===== src/rtl/fifo_rd_stream.sv =====
// Read-side adapter for the synchronous FIFO: pops via rd_en/rdata/empty and re-presents
// the words as a valid/ready stream through a 2-entry buffer that hides the read latency.
module fifo_rd_stream #(
    parameter int unsigned WIDTH     = 8,
    parameter int unsigned CNT_WIDTH = 16
) (
    input  logic                 clk_i,
    input  logic                 rst_n_i,
    input  logic                 flush_i,
    input  logic                 fifo_empty_i,
    output logic                 fifo_rd_en_o,
    input  logic [WIDTH-1:0]     fifo_rdata_i,
    output logic                 m_valid_o,
    output logic [WIDTH-1:0]     m_data_o,
    input  logic                 m_ready_i,
    output logic [CNT_WIDTH-1:0] pop_count_o
);

    logic [1:0]           occ_q, occ_d, occ_left;
    logic                 inflight_q;
    logic                 valid_q, valid_d;
    logic [WIDTH-1:0]     entry0_q, entry0_d, entry1_q, entry1_d;
    logic [CNT_WIDTH-1:0] cnt_q, cnt_d;
    logic                 pop, rd_en;
    logic [2:0]           pending;

    always_comb begin
        pop     = valid_q & m_ready_i;
        pending = {1'b0, occ_q} + {2'b00, inflight_q};
        // (occ + inflight - pop) < 2 rewritten as occ + inflight < 2 + pop: no underflow
        rd_en   = rst_n_i & ~fifo_empty_i & ~flush_i & (pending < (pop ? 3'd3 : 3'd2));

        // valid_q mirrors occ_q != 0, so a pop implies occ_q >= 1
        occ_left = occ_q - {1'b0, pop};
        entry0_d = pop ? entry1_q : entry0_q;
        entry1_d = entry1_q;
        occ_d    = occ_left;
        cnt_d    = cnt_q + CNT_WIDTH'(pop);

        if (flush_i) begin
            occ_d    = 2'd0;
            entry0_d = entry0_q;
        end else if (inflight_q) begin
            if (occ_left == 2'd0) begin
                entry0_d = fifo_rdata_i;
            end else begin
                entry1_d = fifo_rdata_i;
            end
            occ_d = occ_left + 2'd1;
        end

        valid_d = (occ_d != 2'd0);
    end

    always_ff @(posedge clk_i or negedge rst_n_i) begin
        if (!rst_n_i) begin
            occ_q      <= 2'd0;
            inflight_q <= 1'b0;
            valid_q    <= 1'b0;
            entry0_q   <= '0;
            entry1_q   <= '0;
            cnt_q      <= '0;
        end else begin
            occ_q      <= occ_d;
            inflight_q <= rd_en;
            valid_q    <= valid_d;
            entry0_q   <= entry0_d;
            entry1_q   <= entry1_d;
            cnt_q      <= cnt_d;
        end
    end

    assign fifo_rd_en_o = rd_en;
    assign m_valid_o    = valid_q;
    assign m_data_o     = entry0_q;
    assign pop_count_o  = cnt_q;

endmodule


===== config.mk =====
export PLATFORM = sky130hd
export DESIGN_NAME = fifo_rd_stream
export DESIGN_NICKNAME = d
export VERILOG_FILES = /design/src/rtl/fifo_rd_stream.sv
export SDC_FILE = /design/constraint.sdc
export NUM_CORES = 1
export LEC_CHECK = 0
export CORE_ASPECT_RATIO = 1.25
export CORE_MARGIN = 1
export CORE_UTILIZATION = 50
export CTS_CLUSTER_SIZE = 16
export DETAILED_ROUTE_END_ITERATION = 8
export DONT_BUFFER_PORTS = 1
export GPL_ROUTABILITY_DRIVEN = 1
export PLACE_DENSITY = 0.76
export SLEW_MARGIN = 20
export SYNTH_ARGS = -nofsm -noshare
export SYNTH_HDL_FRONTEND = slang
export SYNTH_SLANG_ARGS = --single-unit

===== constraint.sdc =====
create_clock -name clk_i -period 2.7 [get_ports clk_i]
set_input_delay 0.675 -clock clk_i [delete_from_list [all_inputs] [get_ports clk_i]]
set_output_delay 0.675 -clock clk_i [all_outputs]
set_load 0.03 [all_outputs]

==> flow_metrics.tcl <==
set metrics [dict create \
    max_cap_viol_count 0 \
    grt_antenna_before_repair 0 \
    power_density_mw_per_mm2 944 \
    timing_max_transition_violations_final 0 \
    crit_path_max_fanout 6 \
    syn_nets 147 \
    detailedPlace.worstSlack_ns 0.340 \
    die_x_microns 52.2 \
    cts_tree "done" \
    rows 22 \
    setup.worst_path.end_class "output port" \
    detail_route.iter0.violations 23 \
    report.final.hold_viol_count 0 \
    grt_overflow_total 0 \
    grtUsageTotal 0.200 \
    num-nets-final 157 \
    final-setup-viol-count 0 \
    leakage_power_total_nw 0.794 \
    rsz0062_at_grt "no" \
    crit_path_start_kind "register" \
    die_height_microns 64.7 \
    flow.area_growth_from_synthesis_pct 9.55 \
    post-route-util 0.580 \
    final.setup_skew_ns 0.00518 \
    synth_top_cells_by_area "sky130_fd_sc_hd__dfrtp_1 57%, sky130_fd_sc_hd__xnor2_1 7.2%, sky130_fd_sc_hd__mux2_2 5.7%" \
    critical-path-top-cell-by-count "sky130_fd_sc_hd__ha_1" \
    synth-warning-count 0 \
    netlist.area_leader.share 0.573 \
    post_synth_edffs 0 \
    finalWirelength_mm 3.03 \
    timing.final.crit_share 0.911 \
    max_freq_mhz 407 \
    ys_seq_elements 36 \
    detail_route.first_pass.iterations 4 \
    floorplan.initialDensity 0.529 \
    cts.sink_count 36 \
    holdWs_ns 0.142 \
    timing.critical_path.arrival_ns 1.78 \
    crit_path_cell_trace "ha_1 -> ha_1 -> o21ai_0 -> and4b_1" \
    port-buffer-count 0 \
    via_count_of_the_first_global_routing_pass 1144 \
    final_layout_size_suffix_gt1_frac 0.171 \
    io_pins 39 \
    synthTopCellsByCount "36 x sky130_fd_sc_hd__dfrtp_1, 15 x sky130_fd_sc_hd__nand2_1, 13 x sky130_fd_sc_hd__xnor2_1" \
    number_of_antenna_violating_nets_in_the_routed_design 0 \
    critPathKind "register to output port" \
    num_vias 1003 \
    period_needed_ns 2.46 \
    totalPowerFinal_mw 1.63 \
    routedWlPerCell_microns 17.2 \
    synth_async_sr_flop_share 1.00 \
    critPathMaxStageDelay_ns 0.45 \
    cp_data_required_time_ns 2.03 \
    worst_hold_path_type "primary input to asynchronous set/reset pin" \
    run_status "finished, final reports clean" \
    floorplan.core_area_sq_mm 0.00297 \
    clkTransAtPathRegs_ns 0.10 \
    remaining_drc_errors 0 \
    sequential_cell_area_sq_um 901 \
    critical-path-slowest-cell "sky130_fd_sc_hd__dfrtp_1" \
    num_antenna_cells 0 \
    synth.most_common_cell "sky130_fd_sc_hd__dfrtp_1" \
    synthDominantAreaCellType "sky130_fd_sc_hd__dfrtp_1" \
    synth.distinct_cells 25 \
    synth_cells 129 \
    cts_inserted_buffers 5 \
    ctsLongestPathBuffers 2 \
    worst_tran_pin_value_ns 0.443 \
    cts_root_buf "sky130_fd_sc_hd__clkbuf_4" \
    power.ir.vdd_worst_v 0.000641 \
    synth_flop_cell "sky130_fd_sc_hd__dfrtp_1" \
    post-dp-hpwl_mm 2.15 \
    synth_area_sq_mm 0.00157 \
    timing.max_slew.rel_slack 0.704 \
    worstSkewPairLatency_ns 0.33 \
    htree_num_levels 2 \
    place.gp.congestion 0.736 \
    routed_via_density 5.70 \
    layout_setup_ws_ns 0.241 \
    tns_ns 0 \
    synthesized_area_per_cell_sq_um 12.2 \
    grt_first_pass_wirelength_mm 4.84 \
    yosysSeqAreaShare 0.573 \
    grt_max_degree 38 \
    die-area_sq_mm 0.00338 \
    final.fill_count 258 \
    multi_input_comb_area_sq_um 656 \
]
-- where the power goes --
part | total [mW] | switching [mW] | internal, mW | leakage, nW
logic | 0.336 | 0.174 | 0.162 | 0.288
registers | 0.994 | 0.305 | 0.689 | 0.473
clock network | 0.296 | 0.167 | 0.129 | 0.0326
total | 1.63 | 0.647 | 0.979 | 0.794
-- cell usage in the layout, fill, tap and decap left out --
master / Yosys / layout
sky130_fd_sc_hd__nand4_1: 2 / 2
sky130_fd_sc_hd__nor3_4: 1 / 1
sky130_fd_sc_hd__a21oi_1: 2 / 2
sky130_fd_sc_hd__buf_12: 0 / 1
sky130_fd_sc_hd__clkbuf_8: 0 / 1
sky130_fd_sc_hd__o21bai_2: 1 / 1
sky130_fd_sc_hd__and3_4: 1 / 1
sky130_fd_sc_hd__nand4_2: 1 / 1
sky130_fd_sc_hd__dlygate4sd3_1: 0 / 2
sky130_fd_sc_hd__and3_2: 1 / 1
sky130_fd_sc_hd__and4_1: 1 / 1
sky130_fd_sc_hd__dfrtp_1: 36 / 36
sky130_fd_sc_hd__buf_4: 0 / 2
sky130_fd_sc_hd__ha_1: 5 / 5
sky130_fd_sc_hd__and2_1: 1 / 1
sky130_fd_sc_hd__and4b_1: 1 / 1
sky130_fd_sc_hd__nand2_1: 15 / 15
sky130_fd_sc_hd__mux2_2: 8 / 8
sky130_fd_sc_hd__nor2_4: 1 / 1
sky130_fd_sc_hd__xor2_1: 4 / 4
sky130_fd_sc_hd__xnor2_1: 13 / 13
sky130_fd_sc_hd__o21ai_0: 9 / 9
sky130_fd_sc_hd__clkbuf_4: 0 / 5
sky130_fd_sc_hd__clkbuf_1: 1 / 2
sky130_fd_sc_hd__nor3b_4: 1 / 1
sky130_fd_sc_hd__inv_1: 2 / 2
sky130_fd_sc_hd__a22oi_1: 8 / 8
sky130_fd_sc_hd__nor2_1: 7 / 7
sky130_fd_sc_hd__nand3_1: 6 / 6
-- area by class of cell --
class	count	share of cell area
inverters	2	0.00436
repair buffers	5	0.0320
clock buffers	8	0.0341
well taps	36	0.0261
multi-input cells	89	0.381
flip-flops and latches	36	0.523
-- critical path, delay by kind of cell, from the launching register on --
family,cells,cell delay [ns]
AO/OA/AOI/OAI,1,0.07
adder cells (fa/ha/maj),2,0.50
flip-flops,1,0.45
AND/OR/NAND/NOR,1,0.42
-- metrics by stage --
| stage | std cells | area (sq um) |
|---|---|---|
| after floorplan | 129 | 1570 |
| after global placement | 165 | 1620 |
| after detailed placement | 165 | 1620 |
| after CTS | 173 | 1680 |
| after global routing | 176 | 1720 |
| final | 176 | 1720 |
-- registers in the layout, indices dropped and copies added, names as in the netlist --
| signal | flops |
|---|---|
| occ_q | 2 |
| inflight_q | 1 |
| pop_count_o | 16 |
| entry1_q | 8 |
| m_data_o | 8 |
| m_valid_o | 1 |
-- final timing paths --
path | startpoint | to | slack (ns) | cells after the start
worst max-delay path | inflight_q$_DFF_PN0_ | fifo_rd_en_o | 0.24 | 4
worst min-delay path | rst_n_i | pop_count_o[10]$_DFF_PN0_ | 0.14 | 1
worst max register to register | m_valid_o$_DFF_PN0_ | entry1_q[0]$_DFFE_PN0P_ | 0.45 | 7
worst min register to register | entry1_q[1]$_DFFE_PN0P_ | entry1_q[1]$_DFFE_PN0P_ | 0.53 | 1
max in group asynchronous | rst_n_i | entry1_q[3]$_DFFE_PN0P_ | 1.77 | 1
min in group clk_i | flush_i | occ_q[0]$_DFF_PN0_ | 0.39 | 1
-- logic make-up (layout without fill, tap and decap cells) --
logic type | after synthesis | count (layout) | share of synthesized area
xor+xnor | 17 | 17 | 0.0947
flops | 36 | 36 | 0.573
mux | 8 | 8 | 0.0573
simple gates | 39 | 39 | 0.145
compound gates | 20 | 20 | 0.0803
fa+ha+maj | 5 | 5 | 0.0398
buf+inv | 4 | 15 | 0.0103
-- routing by layer --
layer | up-vias | GRT usage | part of all wire
met5 | - | 0 | 0
met4 | 0 | 0.0921 | 0.015
met3 | 5 | 0.0798 | 0.065
met2 | 38 | 0.380 | 0.55
met1 | 490 | 0.174 | 0.37
li1 | 470 | - | -
-- repair_timing --
item                                    in CTS  in global routing
gates resized for setup                      0                  0
endpoints found under the setup margin       0                  0
buffers inserted                             0                  0
hold endpoints to repair                     0                 27
hold buffers                                 0                  3
Power figures use the tool's default switching activity.
